## src/rtl/cpu_pkg.sv

```systemverilog
// Shared CPU datapath constants and the register-dump state encoding.
package cpu_pkg;

    localparam int unsigned DATA_W = 16;
    localparam int unsigned NREGS  = 8;
    localparam int unsigned ADDR_W = $clog2(NREGS);

    localparam logic [ADDR_W-1:0] LAST_IDX = ADDR_W'(NREGS - 1);

    typedef enum logic [1:0] {
        IDLE = 2'd0,
        SEND = 2'd1,
        DONE = 2'd2
    } dbg_state_t;

endpackage

```

## src/rtl/reg_dump_fsm.sv

```systemverilog
// Streams every register out over a valid/ready handshake, one beat per register,
// one dump per rising level of dbg_req.
module reg_dump_fsm
    import cpu_pkg::*;
(
    input  logic              clk,
    input  logic              reset,
    input  logic              dbg_req,
    input  logic              dbg_ready,
    input  logic [DATA_W-1:0] rd_data,
    output logic [ADDR_W-1:0] rd_addr,
    output logic              dbg_valid,
    output logic [ADDR_W-1:0] dbg_addr,
    output logic [DATA_W-1:0] dbg_data,
    output logic              dbg_busy
);

    dbg_state_t        state, state_n;
    logic [ADDR_W-1:0] addr_n;
    logic [DATA_W-1:0] data_n;
    logic              valid_n;

    // Next beat's index; its bypassed value is captured on acceptance of the current beat.
    assign rd_addr  = ADDR_W'(dbg_addr + ADDR_W'(1));
    assign dbg_busy = (state != IDLE);

    always_ff @(posedge clk) begin
        if (reset) begin
            state     <= IDLE;
            dbg_valid <= 1'b0;
            dbg_addr  <= '0;
            dbg_data  <= '0;
        end else begin
            state     <= state_n;
            dbg_valid <= valid_n;
            dbg_addr  <= addr_n;
            dbg_data  <= data_n;
        end
    end

    always_comb begin
        state_n = state;
        addr_n  = dbg_addr;
        data_n  = dbg_data;
        valid_n = dbg_valid;
        case (state)
            IDLE: begin
                if (dbg_req) begin
                    state_n = SEND;
                    addr_n  = '0;
                    data_n  = '0;
                    valid_n = 1'b1;
                end
            end
            SEND: begin
                if (dbg_valid && dbg_ready) begin
                    if (dbg_addr == LAST_IDX) begin
                        valid_n = 1'b0;
                        state_n = DONE;
                    end else begin
                        addr_n = rd_addr;
                        data_n = rd_data;
                    end
                end
            end
            DONE: begin
                if (!dbg_req) begin
                    state_n = IDLE;
                end
            end
            default: state_n = IDLE;
        endcase
    end

endmodule

```

## src/rtl/reg_file.sv

```systemverilog
// 8 x 16-bit register file with write-through bypass, latched zero flag and a
// debug dump port; R0 reads as zero.
module reg_file
    import cpu_pkg::*;
(
    input  logic              clk,
    input  logic              reset,
    input  logic [ADDR_W-1:0] rs1,
    input  logic [ADDR_W-1:0] rs2,
    output logic [DATA_W-1:0] rd_data1,
    output logic [DATA_W-1:0] rd_data2,
    input  logic              reg_write,
    input  logic [ADDR_W-1:0] rd,
    input  logic [DATA_W-1:0] wr_data,
    input  logic              flag_we,
    input  logic              zero_in,
    output logic              zero_flag,
    input  logic              dbg_req,
    input  logic              dbg_ready,
    output logic              dbg_valid,
    output logic [ADDR_W-1:0] dbg_addr,
    output logic [DATA_W-1:0] dbg_data,
    output logic              dbg_busy
);

    logic [DATA_W-1:0] regs [1:NREGS-1];
    logic [DATA_W-1:0] view [NREGS];
    logic [ADDR_W-1:0] dump_addr;

    // Bypassed view of the array: a same-cycle write is visible to every reader.
    always_comb begin
        view[0] = '0;
        for (int unsigned i = 1; i < NREGS; i++) begin
            view[i] = (reg_write && (rd == ADDR_W'(i))) ? wr_data : regs[i];
        end
    end

    assign rd_data1 = view[rs1];
    assign rd_data2 = view[rs2];

    always_ff @(posedge clk) begin
        if (reset) begin
            for (int unsigned i = 1; i < NREGS; i++) begin
                regs[i] <= '0;
            end
        end else if (reg_write && (rd != '0)) begin
            regs[rd] <= wr_data;
        end
    end

    always_ff @(posedge clk) begin
        if (reset) begin
            zero_flag <= 1'b0;
        end else if (flag_we) begin
            zero_flag <= zero_in;
        end
    end

    reg_dump_fsm u_dump (
        .clk       (clk),
        .reset     (reset),
        .dbg_req   (dbg_req),
        .dbg_ready (dbg_ready),
        .rd_data   (view[dump_addr]),
        .rd_addr   (dump_addr),
        .dbg_valid (dbg_valid),
        .dbg_addr  (dbg_addr),
        .dbg_data  (dbg_data),
        .dbg_busy  (dbg_busy)
    );

endmodule

```

## config.mk

```make
export PLATFORM = sky130hd
export DESIGN_NAME = reg_file
export DESIGN_NICKNAME = d
export VERILOG_FILES = /design/src/rtl/cpu_pkg.sv /design/src/rtl/reg_dump_fsm.sv /design/src/rtl/reg_file.sv
export SDC_FILE = /design/constraint.sdc
export NUM_CORES = 1
export LEC_CHECK = 0
export BUFFER_PORTS_ARGS = -buffer_cell sky130_fd_sc_hd__buf_4
export CAP_MARGIN = 30
export CORE_AREA = 2 2 144 146
export CTS_CLUSTER_DIAMETER = 100
export DETAILED_ROUTE_END_ITERATION = 8
export DIE_AREA = 0 0 146 148
export SYNTH_ARGS = -nofsm -noshare
export SYNTH_HDL_FRONTEND = slang
export SYNTH_HIERARCHICAL = 1
export SYNTH_SLANG_ARGS = --single-unit
```

## constraint.sdc

```tcl
create_clock -name clk -period 3.4 [get_ports clk]
set_clock_uncertainty 0.1 [all_clocks]
set_input_delay 0.51 -clock clk [delete_from_list [all_inputs] [get_ports clk]]
set_output_delay 0.51 -clock clk [all_outputs]
set_load 0.01 [all_outputs]
```

# == Yosys cells after proc, flatten, opt, wreduce, memory -nomap -nowiden ==
# Memories as Yosys holds them, arrays and structs flattened.
# Cells that the tools add are included.
# classes
n_reduce_logical,17
n_eq_ne,15
add_sub_neg,1
bitwise_logic,3
n_lt_le_gt_ge,3
muxes,41
# op_table
cell,count
$mux 16,17
$bmux 16 s3,3
$pmux 16 s2,1
$reduce_or 16->1,1
$eq 3x3->1 const B,5
$ge 4x4->1 const B,3
$mux 3,4
$not 3->4,3
$reduce_and 4->1,3
$logic_and 1x1->1,9
$mux 1,9
$mux 2,4
$eq 3x2->1 const B,2
$ne 2x2->1 const B,3
$pmux 2 s3,1
$pmux 3 s2,1
$ne 2x1->1 const B,2
$reduce_bool 2->1,2
$add 3x1->3 const B,1
$eq 3x1->1 const B,1
$reduce_bool 3->1,1
$eq 2x1->1 const B,1
$eq 2x2->1 const B,1
$logic_not 2->1,1
$pmux 1 s2,1
# word_totals
ff_bits,23
elab_cells,86
ramBits,112
output_inout_bits,54
n_memories,1
# mem_list
name,depth,width,rd,rd_ports_with_merged_regs,wr,line_no,rtl
regs,7,16,7,0,7,reg_file.sv:26,logic [DATA_W-1:0] regs [1:NREGS-1];

# == Logic depth before layout (Yosys ltp) ==
# Gate-level depths: netlist of run 1.
# logic_depth
depth_word,9
ltp_mapped,9

# == Hierarchy ==
# Netlist of run 1, hierarchy kept.
# by_module_without_submodules
mod,seq_area_each_um2,area_each_um2,cells_each,n_inst
reg_file,3383.2,8127.8,751,1
reg_dump_fsm,440.4,807.0,64,1

# == Worst setup path after synthesis of run 1 ==
# Ideal clock, no wire load.
# synth_path
path_type,in2out
from,input rs1[1]
to,output rd_data1[15]
cell_stages,7
path_buffers,4
arrival_time_ns,2.224
required_ns,2.790
path_slack_ns,0.566
path_cell_list,clkbuf_1 nor2b_1 buf_2 and2_0 clkbuf_1 buf_1 a2111oi_0
# synth_via
elab_chain_cells,4
# synth_lines
element,line_no,rtl
from (decl),reg_file.sv:8,"input logic [ADDR_W-1:0] rs1,"
$not 3->4 (implied by the code),reg_file.sv:38,assign rd_data1 = view[rs1];
$bmux 16 s3,reg_file.sv:38,
$mux 16 (implied by the code) (2 in series),reg_file.sv:38,
to (decl),reg_file.sv:10,"output logic [DATA_W-1:0] rd_data1,"
# No other way between the ends. The select of a mux whose other input is x is not followed.

# == Final worst setup path of run 1 ==
# layout_path
from,input reg_write
to,output rd_data1[1]
# layout_via
elab_chain_cells,5
word_cells_on_any_way,17
cone_classes,mux: 10; reduce/logical: 7
# layout_lines
element,line_no,rtl
from (decl),reg_file.sv:12,"input logic reg_write,"
$logic_and 1x1->1,reg_file.sv:34,view[i] = (reg_write && (rd == ADDR_W'(i))) ? wr_data : regs[i];
$mux 16,reg_file.sv:34,
$bmux 16 s3 (*),reg_file.sv:38,
$mux 16 (implied by the code) (*) (2 in series),reg_file.sv:38,
# Every way passes the cells marked *; elsewhere a longest branch is shown, timed or not. The select of a mux whose other input is x is not followed.

==> results_dict.tcl, run 1 <==
set metrics [dict create \
    hold_viol 0 \
    h-tree-depth 4 \
    syn_nets 849 \
    wire_per_inst_microns 26.1 \
    synth.most_common_cell "and2_1" \
    grt_pass1_wl_mm 46.2 \
    totalPowerFinal_mw 4.73 \
    vias_per_cell 6.44 \
    hold_class "in2reg" \
    cp_max_fo 22 \
    cp_common_cell "buf_4" \
    highest_layer "met5" \
    wl_met1_mm 14.4 \
    fin_util_pct 52.5 \
    core_sq_mm 0.0200 \
    critPathArrivalTime_ns 2.72 \
    path_delay_family "compound AO/OA/AOI/OAI gates" \
    avgSynthCellArea_sq_um 11.0 \
    wl_met2_mm 13.1 \
    ys_top_cells_by_count "and2_1, edfxtp_1, nor2_1, clkbuf_1, mux2i_1" \
    synthAdderAreaFrac_pct 0.280 \
    initial_core_util_pct 44.6 \
    cp.depth 8 \
    drt_iter0_drc 1014 \
    diodes 0 \
    cts.repair.resized 0 \
    drive_above_1_share_pct 30.0 \
    r2r_cells 7 \
    ys_ff_latch 135 \
    cp_slowest_stage_delay_ns 0.60 \
    ys_warn_count 6 \
    cts_buffers 17 \
    rows 52 \
    cp-start-kind "input pin" \
    clkSinkCount 135 \
    synth_area_leaders "edfxtp_1, and2_1, mux2i_1" \
    cp_num_buf_inv 3 \
    vias 7470 \
    cts-hold-fix-buffers 0 \
    worstPathRequired_ns 2.79 \
    synth_async_sr_flop_share_pct 0 \
    ir_worst_vdd_mv 0.333 \
    synthSimpleGateAreaFrac_pct 17.7 \
    powerDensity_mw_per_mm2 450 \
    drv_slew 0 \
    post_cts_buffers 0 \
    io_pins 86 \
    fin_cells 1160 \
    path_cells "buf_4, nand2_2, or2_1, buf_4, mux2i_1, a22o_1, a2111oi_0, buf_4" \
    dr.pass1.iters 5 \
    p_leak_nw 4.01 \
    status "complete, no violations" \
    tightest_slew_ns 0.887 \
    detail-route-antenna-nets 0 \
    whs_path_depth 3 \
    synth_flop_cell "edfxtp_1" \
    syn_inst 815 \
    critPathSlowestCell "a2111oi_0" \
    stdcell_area_sq_mm 0.0105 \
    post-place-ws_ns 0.0750 \
    gp_congestion 0.920 \
    dieArea_sq_mm 0.0216 \
    cts.path.max_buffers 2 \
    synth_top_cell_area_share_pct 37.6 \
    criticalPathCategory "in2out" \
    synth_edf_count 112 \
    tns_ns 0 \
    clkTransAtPathRegs_ns 0.06 \
    synth-xor-area-share_pct 0.546 \
    period_minus_slack_ns 3.33 \
    whs_ns 0.245 \
    synth.mux.area_fraction_pct 9.65 \
    fmax_ghz 0.300 \
    dp.final_hpwl_mm 22.4 \
    cp-end-kind "output port" \
    grt_max_degree 23 \
    timing.final.ws_setup_ns 0.0675 \
    routed_wl_mm 30.3 \
    cts_tree "yes" \
    fp.dieW_microns 146 \
    die_h_microns 148 \
    final_nets 911 \
    dp_cells 1128 \
    wl_met3_mm 2.35 \
    yosysSeqAreaShare_pct 42.8 \
    period_share_pct 98.0 \
    setup_viol 0 \
    insertion_delay_ns 0.44 \
    max_slew_margin_pct 40.9 \
    synth_compound_area_share_pct 24.3 \
    synth.distinct_cells 49 \
    port_buffers 85 \
    drc 0 \
    grt_pass1_vias 7157 \
    syn_to_final_growth_pct 17.8 \
    synth_top_family_by_area "compound AO/OA/AOI/OAI gates" \
    grt_overflow_total 0 \
    grtUsageTotal_pct 28.2 \
    antenna_found_initial 0 \
    clockRootBuffer "clkbuf_16" \
    syn_area_sq_mm 0.00893 \
    place_area_sq_mm 0.00993 \
    maxCapViolations 0 \
    yosysTopAreaCell "edfxtp_1" \
]
## final timing paths
| check | to | slack [ns] | start |
|---|---|---|---|
| hold / removal | zero_flag$_SDFFE_PP0P_ | 0.24 | zero_in |
| hold reg to reg | u_dump/dbg_data[8]$_SDFFE_PP0P_ | 0.38 | u_dump/dbg_data[8]$_SDFFE_PP0P_ |
| setup / recovery | rd_data1[1] | 0.07 | reg_write |
| setup reg to reg | u_dump/dbg_data[1]$_SDFFE_PP0P_ | 0.29 | u_dump/dbg_addr[1]$_SDFFE_PP0P_ |
## report_power, final
| group | internal (mW) | switching (mW) |
|---|---|---|
| clock network | 1.14 | 0.767 |
| logic | 0.356 | 0.522 |
| registers | 1.89 | 0.0538 |
## sequential cells by signal, summed over array words and instances, names as in the netlist
register          count
regs                112
u_dump/dbg_data      16
u_dump/dbg_addr       3
u_dump/state          2
u_dump/dbg_valid      1
zero_flag             1
## layout make-up
class / count / area [sq um]
flip-flops and latches: 135 / 3820
clock inverters: 10 / 119
repair buffers: 134 / 1050
fillers: 1807 / 9510
multi-input cells: 588 / 4720
well taps: 270 / 338
inverters: 1 / 3.75
clock buffers: 22 / 474
## per-layer routing
metal	vias up	track usage, %
li1	3336	-
met1	3700	43.0
met2	402	41.3
met3	30	5.03
met4	2	6.65
met5	-	1.82
## cells in the final DEF, fill, tap and decap left out, types with 2 or more instances in the layout
master | synthesis | final
buf_12 | 0 | 2
mux2_2 | 32 | 32
dfxtp_1 | 23 | 23
inv_6 | 0 | 3
nand4b_1 | 18 | 18
nor2_1 | 103 | 103
a221oi_2 | 4 | 4
nor3_1 | 4 | 4
a21oi_1 | 2 | 2
clkinv_2 | 0 | 2
nor2b_1 | 5 | 5
bufinv_16 | 0 | 2
a221oi_1 | 44 | 44
nor2_2 | 2 | 2
and2_1 | 116 | 114
a2111oi_0 | 16 | 14
a2111oi_1 | 7 | 9
mux2i_1 | 49 | 49
a22o_2 | 18 | 18
and2_0 | 2 | 2
a22o_1 | 48 | 48
nand2b_1 | 7 | 7
a2111oi_2 | 25 | 25
clkinvlp_4 | 0 | 3
nor3b_2 | 0 | 3
buf_4 | 10 | 126
clkbuf_1 | 59 | 2
clkbuf_16 | 0 | 17
a221o_1 | 48 | 48
ha_1 | 2 | 2
and2_2 | 1 | 3
edfxtp_1 | 112 | 112
or2_2 | 4 | 4
nand3_1 | 3 | 3
nand2_1 | 7 | 7
clkbuf_8 | 0 | 3
buf_6 | 3 | 6
xor2_2 | 3 | 3
## worst min-delay path: stages
cell and delay (ns):
buf_4 0.07, mux2i_1 0.06, nor2_1 0.09
## kinds of logic (layout without fill, tap and decap cells)
group                      count (synthesis)  after routing
adders and majority gates                  2              2
DFF                                      135            135
AOI/OAI and AO/OA                        216            216
and+or+nand+nor                          285            285
xor gates and xnor gates                   3              3
muxes                                     82             82
buffers and inverters                     92            167
No activity file was read; power rests on OpenSTA's default activity.
==> run 2: changes to the inputs <==
- CORE_AREA: 2 2 144 146 -> 2 2 163 165
- DIE_AREA: 0 0 146 148 -> 0 0 165 167
==> run 2 against run 1 <==
Critical path depth is 1 higher. Non-clock buffer count grew 37. Cell count up 8.8%. Fmax is 0.23% lower. Setup slack got worse by 0.0076 ns. Critical endpoint is now rd_data2[10]. Largest cell class unchanged.
==> results_dict.tcl, run 2 (synthesis gave the netlist of run 1 again) <==
set metrics [dict create \
    tns_ns 0 \
    reg_top3 "regs x112, u_dump/dbg_data x16, u_dump/dbg_addr x3" \
    grt_pass1_wl_mm 46.4 \
    post-place-ws_ns -0.0222 \
    drive_above_1_share_pct 33.3 \
    initial_core_util_pct 34.7 \
    criticalPathCategory "in2out" \
    p_leak_nw 4.18 \
    dr.pass1.iters 7 \
    p_sw_mw 1.38 \
    path_cells "buf_4, buf_4, nand4b_1, and2_1, buf_12, a221o_1, a221oi_1, a2111oi_2, buf_4" \
    routed_wl_mm 30.5 \
    fin_cells 1262 \
    critPathSlowestCell "a221oi_1" \
    clkTransAtPathRegs_ns 0.07 \
    drt_iter0_drc 710 \
    cts_tree "yes" \
    cp_slowest_stage_delay_ns 0.50 \
    period_share_pct 98.2 \
    p_int_mw 3.21 \
    hold_class "in2reg" \
    seqPwrFrac_pct 42.3 \
    dp_cells 1230 \
    h-tree-depth 4 \
    diodes 0 \
    mostFrequentLayoutCell "buf_4" \
    detail-route-antenna-nets 0 \
    antenna_found_initial 0 \
    place_area_sq_mm 0.0103 \
    port_buffers 85 \
    multi_input_comb_area_sq_mm 0.00476 \
    fillers 2412 \
    pwr-share-clk_pct 37.6 \
    cts.path.max_buffers 2 \
    grt_max_degree 21 \
    totalPowerFinal_mw 4.59 \
    tightest_slew_ns 0.913 \
    cp_max_fo 10 \
    clockRootBuffer "clkbuf_16" \
    syn_to_final_growth_pct 21.5 \
    drc 0 \
    fmax_ghz 0.299 \
    grt_overflow_total 0 \
    cts_buffers 17 \
    stdcell_area_sq_mm 0.0109 \
    dieArea_sq_mm 0.0276 \
    p_sw_share_pct 30.0 \
    powerDensity_mw_per_mm2 423 \
    setup_viol 0 \
    cp_common_cell "buf_4" \
    die_h_microns 167 \
    fin_util_pct 42.1 \
    seq_area_sq_mm 0.00382 \
    status "complete, no violations" \
    worstPathRequired_ns 2.79 \
    rsz0062_at_grt "no" \
    cp-start-kind "input pin" \
    wire_per_inst_microns 24.1 \
    grtUsageTotal_pct 22.4 \
    whs_ns 0.211 \
    vias 7588 \
    dp.final_hpwl_mm 22.3 \
    mostFrequentLayoutCells "buf_4, and2_1, edfxtp_1" \
    post_cts_buffers 0 \
    grt_pass1_vias 7223 \
    insertion_delay_ns 0.43 \
    critPathArrivalTime_ns 2.73 \
    clkSinkCount 135 \
    max_slew_margin_pct 39.2 \
    regMostFlops "regs" \
    rows 59 \
    ir_worst_vdd_mv 0.341 \
    hold_viol 0 \
    fp.dieW_microns 165 \
    core_sq_mm 0.0258 \
    drv_slew 0 \
    power.share.combinational_pct 20.1 \
    timing.final.ws_setup_ns 0.0599 \
    io_pins 86 \
    vias_per_cell 6.01 \
    final_nets 948 \
    cp-end-kind "output port" \
    largest_reg_flops 112 \
    period_minus_slack_ns 3.34 \
    maxCapViolations 0 \
    gp_congestion 0.908 \
]
==> run 2: cell types whose count changed in the layout (fill, tap and decap cells not counted), sizes merged <==
cell and change:
buf +37, bufinv -2, clkbuf -4, clkinv +6
==> run 2: worst max-delay path: cells and delay by family <==
kind	cells	cell delay, ns
AO/OA/AOI/OAI	3	0.96
buffers and inverters	4	0.64
AND/OR/NAND/NOR	2	0.61
==> run 2: power by group through the flow <==
stage | logic (mW) | clock network, mW | registers [mW]
detailed placement | 0.893 | 0 | 1.97
global route | 0.973 | 1.82 | 1.95
CTS | 0.901 | 1.74 | 1.94
finish | 0.922 | 1.73 | 1.94
global placement | 0.891 | 0 | 1.97
floorplan | 0.502 | 0 | 1.95
==> run 2: repair_timing <==
action / in CTS / in global routing
setup endpoints to repair: 2 / 6
resized for setup: 2 / 7
hold buffers: 0 / 0
==> run 2: per-layer routing <==
| metal | GRT usage [%] | vias to the layer above | share of wire, % |
|---|---|---|---|
| met3 | 3.71 | 41 | 7.4 |
| met4 | 6.96 | 0 | 2.1 |
| li1 | - | 3417 | - |
| met1 | 32.6 | 3729 | 46 |
| met5 | 0 | - | 0 |
| met2 | 33.7 | 401 | 45 |
==> run 2: layout make-up <==
type / instances / area share (%)
clock buffers: 18 / 3.95
clock inverters: 14 / 0.945
inverters: 1 / 0.0346
multi-input cells: 588 / 43.9
flip-flops and latches: 135 / 35.2
well taps: 335 / 3.86
repair buffers: 171 / 12.1
==> run 2: worst paths after layout <==
path | startpoint | to | slack [ns] | cells after the start
max | rd[2] | rd_data2[10] | 0.06 | 9
min | zero_in | zero_flag$_SDFFE_PP0P_ | 0.21 | 3
max reg2reg | u_dump/dbg_addr[0]$_SDFFE_PP0P_ | u_dump/dbg_data[0]$_SDFFE_PP0P_ | 0.45 | 7
min reg2reg | u_dump/dbg_data[12]$_SDFFE_PP0P_ | u_dump/dbg_data[12]$_SDFFE_PP0P_ | 0.39 | 1
==> run 3: changes to the inputs <==
- clock period: 3.4 -> 3.45 ns (I/O delays scaled with it)
==> run 3 against run 2 <==
Design area fell by 1.9%. Utilization fell by 0.78 points. Global-route usage fell by 0.89 points. Total power fell by 2.3%. Die area did not move. Combinational power fell by 5.1%. Wire length fell by 4.2%. Critical path depth fell by 2. Sequential share of layout area rose by 0.67 points. Largest power group unchanged.
==> results_dict.tcl, run 3 (synthesis gave the netlist of run 1 again) <==
set metrics [dict create \
    final_nets 923 \
    tightest_slew_ns 0.959 \
    fin_util_pct 41.3 \
    grt_pass1_vias 7025 \
    drive_above_1_share_pct 30.9 \
    insertion_delay_ns 0.42 \
    h-tree-depth 4 \
    fp.dieW_microns 165 \
    reg_top3 "regs x112, u_dump/dbg_data x16, u_dump/dbg_addr x3" \
    r2r_cells 7 \
    regMostFlops "regs" \
    clkSinkCount 135 \
    status "complete, no violations" \
    setup_viol 0 \
    rows 59 \
    core_sq_mm 0.0258 \
    critPathArrivalTime_ns 2.79 \
    cp_max_fo 22 \
    gp_congestion 0.933 \
    antenna_found_initial 0 \
    whs_endpoint "zero_flag$_SDFFE_PP0P_" \
    tns_ns 0 \
    period_minus_slack_ns 3.40 \
    seqPwrFrac_pct 42.6 \
    rsz0062_at_grt "no" \
    wire_per_inst_microns 23.6 \
    ir_worst_vdd_mv 0.274 \
    period_share_pct 98.6 \
    cts_buffers 17 \
    worstPathRequired_ns 2.83 \
    criticalPathCategory "in2out" \
    drv_slew 0 \
    cp_slowest_stage_delay_ns 0.81 \
    power.share.combinational_pct 19.5 \
    detail-route-antenna-nets 0 \
    path_cells "buf_4, nand2_2, or2_1, mux2i_1, a22o_1, a2111oi_0, buf_4" \
    mostFrequentLayoutCell "buf_4" \
    p_int_mw 3.15 \
    port_buffers 85 \
    p_sw_share_pct 29.8 \
    dieArea_sq_mm 0.0276 \
    largest_reg_flops 112 \
    initial_core_util_pct 34.7 \
    clockRootBuffer "clkbuf_16" \
    hold_viol 0 \
    cp-start-kind "input pin" \
    clkTransAtPathRegs_ns 0.07 \
    grt_overflow_total 0 \
    pwr-share-clk_pct 37.9 \
    rr_startpoint "u_dump/dbg_addr[0]$_SDFFE_PP0P_" \
    hold_class "in2reg" \
    grt_pass1_wl_mm 44.5 \
    max_slew_margin_pct 34.4 \
    grtUsageTotal_pct 21.5 \
    r2r_slack_ns 0.67 \
    p_sw_mw 1.34 \
    powerDensity_mw_per_mm2 421 \
    cts_tree "yes" \
    critPathSlowestCell "a2111oi_0" \
    r2r-end "u_dump/dbg_data[5]$_SDFFE_PP0P_" \
    cp-end-kind "output port" \
    fmax_ghz 0.294 \
    whs_path_depth 3 \
    min-delay-start "zero_in" \
    p_leak_nw 4.04 \
    vias 7271 \
    post_cts_buffers 0 \
    cp_common_cell "buf_4" \
    syn_to_final_growth_pct 19.2 \
    io_pins 86 \
    die_h_microns 167 \
    routed_wl_mm 29.2 \
    mostFrequentLayoutCells "buf_4, and2_1, edfxtp_1" \
    maxCapViolations 0 \
    diodes 0 \
    grt_max_degree 23 \
    cts-hold-fix-buffers 0 \
    drt_iter0_drc 711 \
    drc 0 \
    dr.pass1.iters 5 \
    dp.final_hpwl_mm 21.6 \
    vias_per_cell 5.88 \
    cts.path.max_buffers 2 \
    fin_cells 1237 \
    dp_cells 1205 \
]
## run 3: worst max-delay path, delay by kind of cell
family,cells,cell delay [ns]
AOI/OAI and AO/OA,2,1.03
and+or+nand+nor,2,0.55
buffers and inverters,2,0.46
muxes,1,0.22
## run 3: layout make-up
type,instances,area [sq um]
fill,2410,15100
tap,335,419
timing repair buffer,146,1140
multi-input combinational,588,4730
sequential,135,3820
inverter,1,3.75
clock buffer,19,433
clock inverter,13,101
## run 3: metal layers
metal,track usage (%),vias up,routed length (microns)
met5,0,-,0
met4,7.60,0,824
met3,3.84,50,1920
met2,31.8,336,12800
met1,31.2,3524,13600
li1,-,3361,-
## run 3: through the flow
step | instance area, sq um | setup WS (ns) | hold WS (ns) | power [mW]
6_report | 10700 | 0.0467 | 0.227 | 4.49
5_1_grt | 10700 | 0.0387 | 0.234 | 4.64
4_1_cts | 10600 | 0.125 | 0.218 | 4.49
3_5_place_dp | 10100 | 0.00808 | 0.377 | 2.79
3_3_place_gp | 10100 | -0.0642 | 0.374 | 2.80
2_1_floorplan | 8930 | 0.601 | 0.378 | 2.42
## run 3: power groups by stage
stage | sequential [mW] | clock (mW) | combinational [mW]
3_3_place_gp | 1.94 | 0 | 0.856
3_5_place_dp | 1.94 | 0 | 0.853
2_1_floorplan | 1.93 | 0 | 0.495
5_1_grt | 1.92 | 1.79 | 0.928
4_1_cts | 1.91 | 1.72 | 0.860
6_report | 1.91 | 1.70 | 0.875
## run 3: worst max-delay path by stage
stage / startpoint / endpoint / slack, ns / cells past startpoint
3_3_place_gp: rd[1] / rd_data2[5] / -0.06 / 9
6_report: rd[2] / rd_data1[5] / 0.05 / 7
5_1_grt: rd[2] / rd_data1[14] / 0.04 / 8
2_1_floorplan: rs1[1] / rd_data1[15] / 0.60 / 7
4_1_cts: rd[2] / rd_data2[15] / 0.13 / 9
3_5_place_dp: rd[2] / rd_data2[5] / 0.008 / 8
## run 3: repair_timing
item	4_1_cts	5_1_grt
endpoints found under the hold margin	0	0
gates resized for setup	1	2
cloned	0	0
endpoints found under the setup margin	1	2
